[config.mk]
export PLATFORM = sky130hd
export DESIGN_NAME = branch_resolve_queue_flat
export DESIGN_NICKNAME = d
export VERILOG_FILES = /design/src/rtl/branch_resolve_queue_if.sv /design/src/rtl/branch_resolve_queue.sv /design/src/flat_wrapper.sv
export SDC_FILE = /design/constraint.sdc
export NUM_CORES = 1
export LEC_CHECK = 0
export CORE_MARGIN = 8
export CORE_UTILIZATION = 52
export CTS_BUF_LIST = sky130_fd_sc_hd__clkbuf_8 sky130_fd_sc_hd__clkbuf_16
export CTS_CLUSTER_DIAMETER = 30
export CTS_CLUSTER_SIZE = 8
export DETAILED_ROUTE_END_ITERATION = 8
export GPL_ROUTABILITY_DRIVEN = 0
export PLACE_DENSITY_LB_ADDON = 0.05
export SKIP_CTS_REPAIR_TIMING = 1
export SLEW_MARGIN = 20
export SYNTH_ARGS = -nofsm -noshare
export SYNTH_HDL_FRONTEND = slang
export SYNTH_SLANG_ARGS = --single-unit
[constraint.sdc]
create_clock -name clk -period 12.7 [get_ports clk]
set_clock_uncertainty 0.2 [all_clocks]
set_input_delay 3.175 -clock clk [delete_from_list [all_inputs] [get_ports clk]]
set_output_delay 3.175 -clock clk [all_outputs]
set_load 0.01 [all_outputs]
[src/rtl/branch_resolve_queue_if.sv]
// Predictor/EX handshake bundle for the branch resolve queue.
// slave is the queue side; master is the fetch/EX environment side.
interface branch_resolve_queue_if #(
    parameter int ADDR_WIDTH = 32,
    parameter int DEPTH      = 8
);
    logic                    pushVld;
    logic                    pushRdy;
    logic [ADDR_WIDTH-1:0]   pushPC;
    logic [ADDR_WIDTH-1:0]   pushPdPC;
    logic                    pushBranch;
    logic                    pushReason;

    logic                    rsVld;
    logic [ADDR_WIDTH-1:0]   rsPC;
    logic [ADDR_WIDTH-1:0]   rsPCTar;
    logic [1:0]              rsType;
    logic                    rsBranch;
    logic                    rsLast;

    logic                    exVld;
    logic [ADDR_WIDTH-1:0]   exPC;
    logic [ADDR_WIDTH-1:0]   exPCTar;
    logic [1:0]              exType;
    logic                    exBranch;
    logic                    exWrong;
    logic                    flush;
    logic [ADDR_WIDTH-1:0]   redirPC;
    logic [$clog2(DEPTH):0]  count;

    modport master (
        output pushVld, pushPC, pushPdPC, pushBranch, pushReason,
        output rsVld, rsPC, rsPCTar, rsType, rsBranch, rsLast,
        input  pushRdy, exVld, exPC, exPCTar, exType, exBranch, exWrong,
        input  flush, redirPC, count
    );

    modport slave (
        input  pushVld, pushPC, pushPdPC, pushBranch, pushReason,
        input  rsVld, rsPC, rsPCTar, rsType, rsBranch, rsLast,
        output pushRdy, exVld, exPC, exPCTar, exType, exBranch, exWrong,
        output flush, redirPC, count
    );
endinterface

[src/rtl/branch_resolve_queue.sv]
// In-order queue of fetch-group predictions, checked against EX branch
// resolutions; produces registered predictor feedback, flush and redirect.
module branch_resolve_queue #(
    parameter int ADDR_WIDTH = 32,
    parameter int DEPTH      = 8
) (
    input  logic                   clk,
    input  logic                   rstn,
    branch_resolve_queue_if.slave  bus
);
    localparam int PW = $clog2(DEPTH);
    localparam int CW = PW + 1;
    localparam logic [CW-1:0] FULL = CW'(DEPTH);

    logic [ADDR_WIDTH-1:0] pc_mem [DEPTH];
    logic [ADDR_WIDTH-1:0] pd_mem [DEPTH];
    logic                  br_mem [DEPTH];
    logic                  reason_mem [DEPTH];

    logic [PW-1:0] head;
    logic [PW-1:0] tail;
    logic [CW-1:0] occ;

    logic                  empty;
    logic [ADDR_WIDTH-1:0] head_pc;
    logic [ADDR_WIDTH-1:0] head_pd;
    logic                  head_br;
    logic                  head_reason;
    logic                  slot_upper;
    logic                  pred_taken;
    logic                  wrong;
    logic                  mispredict;
    logic                  pop;
    logic                  push_ok;
    logic [ADDR_WIDTH-1:0] fall_through;

    assign empty       = (occ == '0);
    assign head_pc     = pc_mem[head];
    assign head_pd     = pd_mem[head];
    assign head_br     = br_mem[head];
    assign head_reason = reason_mem[head];

    assign slot_upper  = (bus.rsPC != head_pc);
    assign pred_taken  = head_br && (head_reason == slot_upper);

    always_comb begin
        wrong = bus.rsBranch;
        if (!empty) begin
            // A taken lower prediction means the upper slot was never meant to run.
            if (head_br && !head_reason && slot_upper)
                wrong = 1'b1;
            else
                wrong = (bus.rsBranch != pred_taken) ||
                        (bus.rsBranch && (bus.rsPCTar != head_pd));
        end
    end

    assign mispredict   = bus.rsVld && wrong;
    assign pop          = bus.rsVld && bus.rsLast && !wrong && !empty;
    // A pop frees the head slot in the same edge, so a full queue still takes the push.
    assign push_ok      = bus.pushVld && !bus.flush && !mispredict &&
                          (bus.pushRdy || pop);
    assign fall_through = bus.rsPC + ADDR_WIDTH'(4);

    assign bus.pushRdy  = (occ != FULL);
    assign bus.count    = occ;

    always_ff @(posedge clk) begin
        if (push_ok) begin
            pc_mem[tail]     <= bus.pushPC;
            pd_mem[tail]     <= bus.pushPdPC;
            br_mem[tail]     <= bus.pushBranch;
            reason_mem[tail] <= bus.pushReason;
        end
    end

    always_ff @(posedge clk) begin
        if (rstn) begin
            head <= '0;
            tail <= '0;
            occ  <= '0;
        end else if (mispredict) begin
            head <= tail;
            occ  <= '0;
        end else begin
            if (pop)     head <= head + 1'b1;
            if (push_ok) tail <= tail + 1'b1;
            case ({push_ok, pop})
                2'b10:   occ <= occ + CW'(1);
                2'b01:   occ <= occ - CW'(1);
                default: occ <= occ;
            endcase
        end
    end

    // Registered EX feedback, flush and redirect
    always_ff @(posedge clk) begin
        if (rstn) begin
            bus.exVld    <= 1'b0;
            bus.exWrong  <= 1'b0;
            bus.exBranch <= 1'b0;
            bus.exPC     <= '0;
            bus.exPCTar  <= '0;
            bus.exType   <= '0;
            bus.flush    <= 1'b0;
            bus.redirPC  <= '0;
        end else begin
            bus.exVld   <= bus.rsVld;
            bus.exWrong <= mispredict;
            bus.flush   <= mispredict;
            if (bus.rsVld) begin
                bus.exPC     <= bus.rsPC;
                bus.exPCTar  <= bus.rsPCTar;
                bus.exType   <= bus.rsType;
                bus.exBranch <= bus.rsBranch;
            end
            if (mispredict)
                bus.redirPC <= bus.rsBranch ? bus.rsPCTar : fall_through;
        end
    end
endmodule

[src/flat_wrapper.sv]
// flat-port wrapper written by rule: the top's interface ports become plain ports
module branch_resolve_queue_flat 
#(
    parameter int ADDR_WIDTH = 32,
    parameter int DEPTH      = 8
)
  (clk, rstn, bus_pushVld, bus_pushPC, bus_pushPdPC, bus_pushBranch, bus_pushReason, bus_rsVld, bus_rsPC, bus_rsPCTar, bus_rsType, bus_rsBranch, bus_rsLast, bus_pushRdy, bus_exVld, bus_exPC, bus_exPCTar, bus_exType, bus_exBranch, bus_exWrong, bus_flush, bus_redirPC, bus_count);
  branch_resolve_queue_if #(.ADDR_WIDTH(ADDR_WIDTH), .DEPTH(DEPTH)) bus_i ();
  input  logic clk;
  input  logic rstn;
  input wire logic [$bits(bus_i.pushVld)-1:0] bus_pushVld;
  input wire logic [$bits(bus_i.pushPC)-1:0] bus_pushPC;
  input wire logic [$bits(bus_i.pushPdPC)-1:0] bus_pushPdPC;
  input wire logic [$bits(bus_i.pushBranch)-1:0] bus_pushBranch;
  input wire logic [$bits(bus_i.pushReason)-1:0] bus_pushReason;
  input wire logic [$bits(bus_i.rsVld)-1:0] bus_rsVld;
  input wire logic [$bits(bus_i.rsPC)-1:0] bus_rsPC;
  input wire logic [$bits(bus_i.rsPCTar)-1:0] bus_rsPCTar;
  input wire logic [$bits(bus_i.rsType)-1:0] bus_rsType;
  input wire logic [$bits(bus_i.rsBranch)-1:0] bus_rsBranch;
  input wire logic [$bits(bus_i.rsLast)-1:0] bus_rsLast;
  output wire logic [$bits(bus_i.pushRdy)-1:0] bus_pushRdy;
  output wire logic [$bits(bus_i.exVld)-1:0] bus_exVld;
  output wire logic [$bits(bus_i.exPC)-1:0] bus_exPC;
  output wire logic [$bits(bus_i.exPCTar)-1:0] bus_exPCTar;
  output wire logic [$bits(bus_i.exType)-1:0] bus_exType;
  output wire logic [$bits(bus_i.exBranch)-1:0] bus_exBranch;
  output wire logic [$bits(bus_i.exWrong)-1:0] bus_exWrong;
  output wire logic [$bits(bus_i.flush)-1:0] bus_flush;
  output wire logic [$bits(bus_i.redirPC)-1:0] bus_redirPC;
  output wire logic [$bits(bus_i.count)-1:0] bus_count;
  assign bus_i.pushVld = bus_pushVld;
  assign bus_i.pushPC = bus_pushPC;
  assign bus_i.pushPdPC = bus_pushPdPC;
  assign bus_i.pushBranch = bus_pushBranch;
  assign bus_i.pushReason = bus_pushReason;
  assign bus_i.rsVld = bus_rsVld;
  assign bus_i.rsPC = bus_rsPC;
  assign bus_i.rsPCTar = bus_rsPCTar;
  assign bus_i.rsType = bus_rsType;
  assign bus_i.rsBranch = bus_rsBranch;
  assign bus_i.rsLast = bus_rsLast;
  assign bus_pushRdy = bus_i.pushRdy;
  assign bus_exVld = bus_i.exVld;
  assign bus_exPC = bus_i.exPC;
  assign bus_exPCTar = bus_i.exPCTar;
  assign bus_exType = bus_i.exType;
  assign bus_exBranch = bus_i.exBranch;
  assign bus_exWrong = bus_i.exWrong;
  assign bus_flush = bus_i.flush;
  assign bus_redirPC = bus_i.redirPC;
  assign bus_count = bus_i.count;
  branch_resolve_queue #(.ADDR_WIDTH(ADDR_WIDTH), .DEPTH(DEPTH)) u_core (.clk(clk), .rstn(rstn), .bus(bus_i));
endmodule
-- After elaboration in Yosys (flattened, before gate mapping)
Memories as Yosys holds them, arrays and structs flattened. A register that Yosys moved wholly into a read port is not among the register bits.
Index checks and enable logic that the tools add are counted.
- input bits: 138
- memories: 4
- flip-flop bits (word level): 111
- logic and storage cells: 66
- bits in writable memories: 528
- bitwise logic cells: 1
- mux-type cells: 16
- equal/unequal tests: 7
- reductions and logical operators: 23
- add/sub/neg operators: 5
- memories (name ; depth ; width ; rd ports ; clocked after Yosys merged registers in ; wr ports ; line ; RTL):
    u_core.pc_mem ; 8 ; 32 ; 1 ; 1 ; 1 ; branch_resolve_queue.sv:15 ; logic [ADDR_WIDTH-1:0] pc_mem [DEPTH];
    u_core.pd_mem ; 8 ; 32 ; 1 ; 1 ; 1 ; branch_resolve_queue.sv:16 ; logic [ADDR_WIDTH-1:0] pd_mem [DEPTH];
    u_core.br_mem ; 8 ; 1 ; 1 ; 1 ; 1 ; branch_resolve_queue.sv:17 ; logic br_mem [DEPTH];
    u_core.reason_mem ; 8 ; 1 ; 1 ; 1 ; 1 ; branch_resolve_queue.sv:18 ; logic reason_mem [DEPTH];
- operators by type and width (operator ; count):
    $ne 32x32->1 ; 2
    $add 32x3->32 const B ; 1
    $mux 32 ; 1
    $mux 3 ; 10
    $logic_and 1x1->1 ; 11
    $pmux 4 s2 ; 1
    $add 3x1->3 const B ; 2
    $logic_not 1->1 ; 5
    $add 4x1->4 const B ; 1
    $logic_not 4->1 ; 1
    $mux 1 ; 4
    $ne 4x4->1 const B ; 1
    $reduce_bool 2->1 ; 2
    $sub 4x1->4 const B ; 1
    $eq 2x1->1 const B ; 1
    $eq 2x2->1 const B ; 1
    $logic_or 1x1->1 ; 2
    $reduce_and 2->1 ; 1
    $reduce_or 2->1 ; 1
    $eq 1x1->1 ; 1
    $ne 1x1->1 ; 1
    $not 1->1 ; 1

-- Depth between registers and ports, before layout
Gate-level depths: netlist (run 1).
- word-level depth: 14
- mapped depth: 20
- gate-level depth less buffers: 16

-- Worst setup path before layout (run 1)
Ideal clock, no wire load.
- kind: input port to flip-flop
- from: in bus_rsPC[14]
- to: mem u_core.br_mem[0] (enable)
- arrival time: 11.300 ns
- data required time: 11.824 ns
- path buffers: 1
- library setup time: 0.676 ns
- stages on the path: 9
- slack: 0.524 ns
- path through: clkbuf_1 -> xor2_1 -> nand4_1 -> nor2_1 -> nand4_1 -> xor2_1 -> a21o_2 -> a21oi_4 -> nor4b_1
- longest elaborated chain between the ends: 14
- ends and longest elaborated chain (element ; line ; RTL):
    from (decl) ; flat_wrapper.sv:17 ; input wire logic [$bits(bus_i.rsPC)-1:0] bus_rsPC;
    $ne 32x32->1 (*) ; branch_resolve_queue.sv:43 ; assign slot_upper = (bus.rsPC != head_pc);
    $eq 1x1->1 ; branch_resolve_queue.sv:44 ; assign pred_taken = head_br && (head_reason == slot_upper);
    $logic_and 1x1->1 ; branch_resolve_queue.sv:44 ;
    $ne 1x1->1 ; branch_resolve_queue.sv:53 ; wrong = (bus.rsBranch != pred_taken) ||
    $logic_or 1x1->1 ; branch_resolve_queue.sv:53 ;
    $mux 1 (*) ; branch_resolve_queue.sv:50 ; if (head_br && !head_reason && slot_upper)
    $mux 1 (*) ; branch_resolve_queue.sv:48 ; if (!empty) begin
    $logic_not 1->1 ; branch_resolve_queue.sv:59 ; assign pop = bus.rsVld && bus.rsLast && !wrong && !empty;
    $logic_and 1x1->1 (2 in series) ; branch_resolve_queue.sv:59 ;
    $logic_or 1x1->1 ; branch_resolve_queue.sv:62 ; (bus.pushRdy || pop);
    $logic_and 1x1->1 (*) ; branch_resolve_queue.sv:61 ; assign push_ok = bus.pushVld && !bus.flush && !mispredict &&
    $mux 1 (*) ; branch_resolve_queue.sv:69 ; if (push_ok) begin
    $mux 1 (implied by the code) (*) ; branch_resolve_queue.sv:72 ; br_mem[tail] <= bus.pushBranch;
    to (decl) ; branch_resolve_queue.sv:17 ;
Mark *: on every way between the ends. The rest lies on a longest branch, timed or not.

-- Worst setup path in the final report (run 1)
- from: in bus_rsPC[24]
- to: mem u_core.pc_mem[4][10] (enable)
- longest elaborated chain between the ends: 14
- ends and longest elaborated chain (element ; line ; RTL):
    $ne 32x32->1 (*) ; branch_resolve_queue.sv:43 ;
    $eq 1x1->1 ; branch_resolve_queue.sv:44 ;
    $logic_and 1x1->1 ; branch_resolve_queue.sv:44 ;
    $ne 1x1->1 ; branch_resolve_queue.sv:53 ;
    $logic_or 1x1->1 ; branch_resolve_queue.sv:53 ;
    $mux 1 (*) ; branch_resolve_queue.sv:50 ;
    $mux 1 (*) ; branch_resolve_queue.sv:48 ;
    $logic_not 1->1 ; branch_resolve_queue.sv:59 ;
    $logic_and 1x1->1 (2 in series) ; branch_resolve_queue.sv:59 ;
    $logic_or 1x1->1 ; branch_resolve_queue.sv:62 ;
    $logic_and 1x1->1 (*) ; branch_resolve_queue.sv:61 ;
    $mux 1 (*) ; branch_resolve_queue.sv:69 ;
    $mux 1 (implied by the code) (*) ; branch_resolve_queue.sv:70 ; pc_mem[tail] <= bus.pushPC;
    to (decl) ; branch_resolve_queue.sv:15 ;
Marks and branches as above.

==> impl_results.md, run 1 <==
- Placed standard-cell area: between 0.02 and 0.03 mm^2
- Per-cell via count in the routed design: 5.75
- First-pass detailed-route iteration total: 6
- Initial antenna violation count: 8
- Final routed DRC violation total: 0
- Maximum vdd drop: between 0.1 and 0.15 mV
- Total of buffers placed on input and output ports: 244
- Final instance area: approximately 0.033 mm^2
- Critical-path cell list: clkdlybuf4s50_1 -> and3_1 -> o22ai_1 -> nor4_1 -> nand4_1 -> xor2_1 -> a21o_2 -> buf_4 -> a21oi_4 -> nor2_2 -> nor4bb_4 -> buf_4 -> buf_4
- Most used cell along the critical path: sky130_fd_sc_hd__buf_4
- Pin count of the biggest net entering global routing: 86
- Setup-violating endpoint count in the final report: 0
- Design Power: 6.33 mW
- Fraction of met3 tracks used by global routing: 0.0681
- Slack of the critical path: slightly below 5 ns
- Fraction of the cycle the final worst path needs: 0.616
- TritonCTS buffer count: between 100 and 150
- Min-Delay Path Class: reg -> reg
- Power density relative to cell area: 190 mW/mm^2
- Arrival time reported for the critical path endpoint: 7.92 ns
- Number of buffers on the longest clock path: 3
- Average detailed-routed wire length per instance: roughly 27 um
- Worst hold slack: between 0.2 and 0.3 ns
- Number of filler instances in the final layout: 3,376
- Transition time at the pin with the least slew margin: around 1.1 ns
- Result of the run: complete, no violations
- Slowest cell on crit path: sky130_fd_sc_hd__buf_4
- Leakage power: approximately 12 nW
- Post-DP HPWL: 44,700 um
- Share of synthesized area occupied by flip-flops and latches: 0.703
- Area grow syn2layout: 28.8%
- Max_slew headroom: 0.277
- Initial cell density of the core: 0.527
- Time the final worst path needs with I/O delays and setup: ~7.8 ns
- First DRT Iteration DRCs: approximately 1,400
- Count of flip-flops with a built-in enable after synthesis: approximately 530
- Synth Cell Area: around 0.026 mm^2
- Setup Slack @ Placement: approximately 4.3 ns
- Post-Synthesis Mean Instance Area: roughly 17 um^2
- Clk slew on worst S/H paths: ~0.040 ns
- Global-route wire length before repair: 104,000 um
- Skew-Pair Late Insertion Delay: approximately 0.7 ns
- Detailed-route wire length: between 70,000 and 80,000 um
- Post-synthesis net count: approximately 1,700
- Clk root buf: sky130_fd_sc_hd__clkbuf_16
- Sort of element at the start of the critical path: input pin
- Chip width: roughly 240 um
- Overflow left after global routing: 0
- Die Y-Extent: between 200 and 250 um
- Crit-path max cell delay: 0.72 ns
- Data required time of the worst path: around 13 ns
- Number of top-level design ports: roughly 250
- Worst setup EP type: flip-flop
- GRT Overall Usage: 0.250
- Unique cell type count in the Yosys netlist: 57
- Share of cells above drive strength 1: 0.174
- Highest clock frequency the design can meet: roughly 130 MHz
- Combined area of the multi-input logic cells: between 0.007 and 0.008 mm^2
- Clock tree from TritonCTS: yes
- Synth Register Bits: 642
- Clock H-tree levels: 4
- Area of the die: approximately 0.057 mm^2
- Prevailing post-synth register cell: sky130_fd_sc_hd__edfxtp_1
- Share of async-settable or async-resettable flops after synthesis: 0
- Class of the most critical setup path: in -> reg
- Sequential cell area: between 0.015 and 0.02 mm^2
- Vias in the first global route: around 16,000
- Number of nets with antenna violations after routing: 0
- Final Hold Violating Endpoints: 0
- Met2 Resource Use GR: 0.377
- Via total after detailed routing: between 15,000 and 20,000
- Pins Over Slew Limit: 0
- Max Cap Violations: 0
- Critical Path Fanout Max: between 40 and 50
- Final nets: 2,017
- Row count: slightly above 80
- Total number of yosys warnings: 0
- Floorplan core area: 0.0490 mm^2
- Sum of negative setup slack: 0 ns
- Global-route layer with the greatest usage: met2
- Met1 global-route usage: 0.343
- Post-synthesis instance total: about 1,600
- Number of sinks driven by the clock tree: 642
- Setup repair after global routing missed its margin: no
worst max-delay path: cells and delay by family:
family,cells,cell delay [ns]
buf+inv,4,2.21
simple gates,5,1.57
compound gates,3,0.49
xor+xnor,1,0.43
flip-flops by register name, indices dropped and copies added (netlist names), named ones only:
signal	count
u_core.bus.exPC	32
u_core.tail	3
u_core.br_mem	8
u_core.pd_mem	256
u_core.bus.exWrong	1
u_core.bus.redirPC	32
u_core.bus.exVld	1
u_core.pc_mem	256
u_core.bus.exPCTar	32
u_core.bus.count	4
u_core.bus.exType	2
u_core.bus.exBranch	1
u_core.head	3
u_core.reason_mem	8
through the flow:
stage / utilization / cells
detailed placement: 0.589 / 2404
floorplan: - / 1555
global placement: 0.589 / 2404
CTS: 0.679 / 2643
finish: 0.679 / 2648
global route: 0.679 / 2645
area by class of cell:
| type | instances | share of cell area |
|---|---|---|
| Sequential cell | 642 | 0.546 |
| Multi-Input combinational cell | 824 | 0.217 |
| Clock buffer | 144 | 0.106 |
| Timing Repair Buffer | 268 | 0.0786 |
| Clock inverter | 95 | 0.0265 |
| Tap cell | 664 | 0.0250 |
| Inverter | 6 | 0.000677 |
| Antenna cell | 5 | 0.000376 |
worst paths after layout:
check / from / endpoint / slack [ns] / cells past startpoint
worst max-delay path: bus_rsPC[24] / u_core.pc_mem[4][10] / 4.88 / 13
worst min-delay path: u_core.bus.redirPC[12] / u_core.bus.redirPC[12] / 0.26 / 2
worst max register to register: flip-flop / u_core.pc_mem[4][10] / 5.10 / 16
worst min register to register: u_core.bus.redirPC[12] / u_core.bus.redirPC[12] / 0.26 / 2
routing by layer:
layer / vias up / share of wire
met5: - / 0.00051
met4: 6 / 0.027
met3: 108 / 0.081
met2: 633 / 0.46
li1: 6728 / -
met1: 7761 / 0.43
logic make-up after synthesis:
kind of cell | synth area share
mux | 0.157
xor+xnor | 0.0261
buf+inv | 0.0194
fa+ha+maj | 0.00320
simple gates | 0.0551
flops | 0.703
compound gates | 0.0367
power by group:
group / internal [mW] / leakage [nW] / switching [mW] / total (mW)
sequential: 2.35 / 5.72 / 0.0489 / 2.40
clock: 2.27 / 2.27 / 1.07 / 3.34
combinational: 0.259 / 3.59 / 0.323 / 0.582
synthesized netlist by cell type (all sizes together) (3+ instances only):
cell type | instances | area (um^2)
nand2b | 5 | 33.8
a21o | 4 | 31.3
mux2 | 8 | 93.8
nor2b | 10 | 62.6
and3 | 27 | 169
mux4 | 92 | 2070
nor2 | 97 | 367
inv | 6 | 22.5
nor4 | 7 | 43.8
a211oi | 10 | 75.1
o22ai | 6 | 37.5
edfxtp | 528 | 15900
clkbuf | 21 | 78.8
xnor2 | 18 | 158
buf | 62 | 399
and2 | 4 | 25.0
dfxtp | 114 | 2280
nand2 | 104 | 390
nand3 | 22 | 110
xor2 | 59 | 517
and4 | 3 | 26.3
a21oi | 50 | 265
ha | 5 | 62.6
o22a | 4 | 35.0
a22oi | 34 | 255
nand4 | 13 | 81.3
mux2i | 188 | 1880
o21ai | 30 | 150
placed cells by master, fill, tap and decap left out, types with 5 or more instances in the layout:
cell type                         synthesis  routed
sky130_fd_sc_hd__clkbuf_8                 0       8
sky130_fd_sc_hd__inv_6                    0       6
sky130_fd_sc_hd__nor2_1                  96      96
sky130_fd_sc_hd__mux4_2                  92      92
sky130_fd_sc_hd__nand2_1                104     104
sky130_fd_sc_hd__o22ai_1                  6       6
sky130_fd_sc_hd__mux2i_1                188     188
sky130_fd_sc_hd__a22oi_1                 34      34
sky130_fd_sc_hd__diode_2                  0       5
sky130_fd_sc_hd__nand4_1                 13      13
sky130_fd_sc_hd__xnor2_1                 18      18
sky130_fd_sc_hd__nor4_1                   7       6
sky130_fd_sc_hd__inv_1                    5      35
sky130_fd_sc_hd__bufinv_16                0      15
sky130_fd_sc_hd__mux2_2                   7       7
sky130_fd_sc_hd__ha_1                     5       5
sky130_fd_sc_hd__buf_4                   12      26
sky130_fd_sc_hd__edfxtp_1               528     528
sky130_fd_sc_hd__clkbuf_16                0     136
sky130_fd_sc_hd__nor2b_1                 10      10
sky130_fd_sc_hd__clkinv_2                 0      22
sky130_fd_sc_hd__xor2_1                  59      59
sky130_fd_sc_hd__o21ai_0                 29      29
sky130_fd_sc_hd__a21oi_1                 48      48
sky130_fd_sc_hd__clkdlybuf4s50_1          0     241
sky130_fd_sc_hd__nand3_1                 22      22
sky130_fd_sc_hd__a211oi_1                10      10
sky130_fd_sc_hd__dfxtp_1                114     111
sky130_fd_sc_hd__clkinv_1                 0      13
sky130_fd_sc_hd__and3_1                  27      26
Note: power is estimated with default switching activity, not from simulation.
==> inputs of run 2 (changes only) <==
==> constraint.sdc (replaced) <==
create_clock -name clk -period 6.9 [get_ports clk]
set_clock_uncertainty 0.2 [all_clocks]
set_input_delay 1.725 -clock clk [delete_from_list [all_inputs] [get_ports clk]]
set_output_delay 1.725 -clock clk [all_outputs]
set_load 0.01 [all_outputs]
==> run 2 against run 1 <==
Effect of this change: sequential share of layout area down 0.57 points; final cell count rose by 0.64%; utilization rose by 0.71 points; global-route usage grew 0.84 points; largest cell class unchanged.
==> impl_results.md, run 2 (synthesis gave the netlist of run 1 again) <==
- Most frequent cells in the layout: 528 x sky130_fd_sc_hd__edfxtp_1, 241 x sky130_fd_sc_hd__clkdlybuf4s50_1, 188 x sky130_fd_sc_hd__mux2i_1
- Non-filler instance count after layout: 2,665
- Number of filler instances in the final layout: about 3,300
- Fraction of the cycle the final worst path needs: 0.846
- Sequential cell fraction of total power: 0.377
- Detailed-route wire length: 73,600 um
- GRT Overall Usage: 0.258
- TritonCTS buffer count: 133
- Vias in the first global route: between 15,000 and 20,000
- Max_slew headroom: 0.356
- Most common cell after layout, fill and taps aside: sky130_fd_sc_hd__edfxtp_1
- DP Cell Count: 2,425
- Placed standard-cell area: 0.0292 mm^2
- Average detailed-routed wire length per instance: ~28 um
- Number of top-level design ports: about 250
- Maximum vdd drop: roughly 0.25 mV
- Pins Over Slew Limit: 0
- Clock network power share: 0.528
- Cell internal pwr: approximately 9 mW
- Final nets: about 2,000
- Skew-Pair Late Insertion Delay: approximately 0.7 ns
- Total of buffers placed on input and output ports: around 240
- Area grow syn2layout: 30.2%
- Min-Delay Path Class: reg -> reg
- Leakage power: 11.7 nW
- Hold Startpoint: u_core.bus.redirPC[27]
- Switching Share: 0.230
- Time the final worst path needs with I/O delays and setup: roughly 6 ns
- Result of the run: complete, no violations
- Clk slew on worst S/H paths: roughly 0.04 ns
- Pin count of the biggest net entering global routing: 67
- Critical Path Fanout Max: around 40
- Overflow left after global routing: 0
- Logic pwr share: 0.095
- Setup-violating endpoint count in the final report: 0
- Share of cells above drive strength 1: 0.184
- Global-route wire length before repair: 107,000 um
- Number of nets with antenna violations after routing: 0
- Final Hold Violating Endpoints: 0
- Worst setup EP type: flip-flop
- Highest clock frequency the design can meet: around 170 MHz
- First-pass detailed-route iteration total: 5
- Final routed DRC violation total: 0
- Number of sinks driven by the clock tree: 642
- Final instance area: approximately 0.034 mm^2
- Data required time of the worst path: roughly 7 ns
- Via total after detailed routing: around 16,000
- Largest registers: u_core.pc_mem: 256 flops, u_core.pd_mem: 256 flops
- Max Cap Violations: 0
- Class of the most critical setup path: reg -> reg
- Die Y-Extent: around 240 um
- Clock tree from TritonCTS: yes
- Transition time at the pin with the least slew margin: 0.962 ns
- Clock H-tree levels: 4
- First DRT Iteration DRCs: about 1,400
- Clk root buf: sky130_fd_sc_hd__clkbuf_16
- Area of the die: between 0.05 and 0.06 mm^2
- Number of buffers on the longest clock path: 3
- Row count: 81
- Floorplan core area: 0.0490 mm^2
- Power density relative to cell area: 349 mW/mm^2
- Chip width: between 200 and 250 um
- Setup repair after global routing missed its margin: no
- Sw power: 2.70 mW
- Initial antenna violation count: 6
- Post-DP HPWL: 47,300 um
- Per-cell via count in the routed design: 5.85
- Fin util: 0.686
- Sort of element at the start of the critical path: flip-flop
- Arrival time reported for the critical path endpoint: 6.02 ns
- Initial cell density of the core: 0.527
[run 2: layout make-up]
class                      instances  area [um^2]  share of cell area
multi-input combinational        824         7250               0.216
antenna                            3         7.51            0.000223
clock inverter                    97          927              0.0276
clock buffer                     140         3490               0.104
timing repair buffer             289         2920              0.0869
inverter                           6         22.5            0.000670
sequential                       642        18100               0.540
tap                              664          831              0.0247
[run 2: power by group through the flow]
stage / registers [mW] / logic, mW / clock network (mW)
3_3_place_gp: 4.49 / 1.10 / 0
2_1_floorplan: 4.46 / 0.647 / 0
3_5_place_dp: 4.49 / 1.11 / 0
6_report: 4.43 / 1.11 / 6.19
5_1_grt: 4.44 / 1.18 / 6.45
4_1_cts: 4.43 / 1.12 / 6.26
[run 2: path summary, 6_finish.rpt]
| path | to | slack (ns) | cells past startpoint |
|---|---|---|---|
| min | u_core.bus.redirPC[27] | 0.25 | 2 |
| min reg2reg | u_core.bus.redirPC[27] | 0.25 | 2 |
| max | u_core.pd_mem[3][17] | 1.07 | 13 |
| max reg2reg | u_core.pd_mem[3][17] | 1.07 | 13 |
[run 2: critical path, cell delays in order (launching register included)]
cell and delay [ns]:
sky130_fd_sc_hd__dfxtp_4 0.88, sky130_fd_sc_hd__buf_4 0.35, sky130_fd_sc_hd__mux4_2 0.51, sky130_fd_sc_hd__mux2i_1 0.55, sky130_fd_sc_hd__xor2_1 0.20, sky130_fd_sc_hd__nand3_1 0.10, sky130_fd_sc_hd__nor4_1 0.55, sky130_fd_sc_hd__nand4_1 0.29
sky130_fd_sc_hd__nor2b_1 0.32, sky130_fd_sc_hd__a21o_2 0.22, sky130_fd_sc_hd__a21oi_4 0.10, sky130_fd_sc_hd__nor2_2 0.27, sky130_fd_sc_hd__and4b_4 0.67, sky130_fd_sc_hd__buf_12 0.26
[run 2: per-stage QoR]
step	worst slack (ns)	TNS (ns)	hold WS (ns)	power, mW
2_1_floorplan	-0.519	-34.26	0.262	5.10
3_3_place_gp	1.07	0	0.242	5.59
4_1_cts	1.03	0	0.252	11.8
6_report	1.07	0	0.252	11.7
3_5_place_dp	0.910	0	0.246	5.60
5_1_grt	0.806	0	0.272	12.1
[run 2: layer usage]
| layer | GRT usage | vias to the layer above | wire (um) |
|---|---|---|---|
| li1 | - | 6758 | - |
| met1 | 0.363 | 7988 | 32500 |
| met2 | 0.392 | 726 | 33700 |
| met3 | 0.0671 | 103 | 5960 |
| met4 | 0.0813 | 4 | 1430 |
| met5 | 0 | - | 22 |
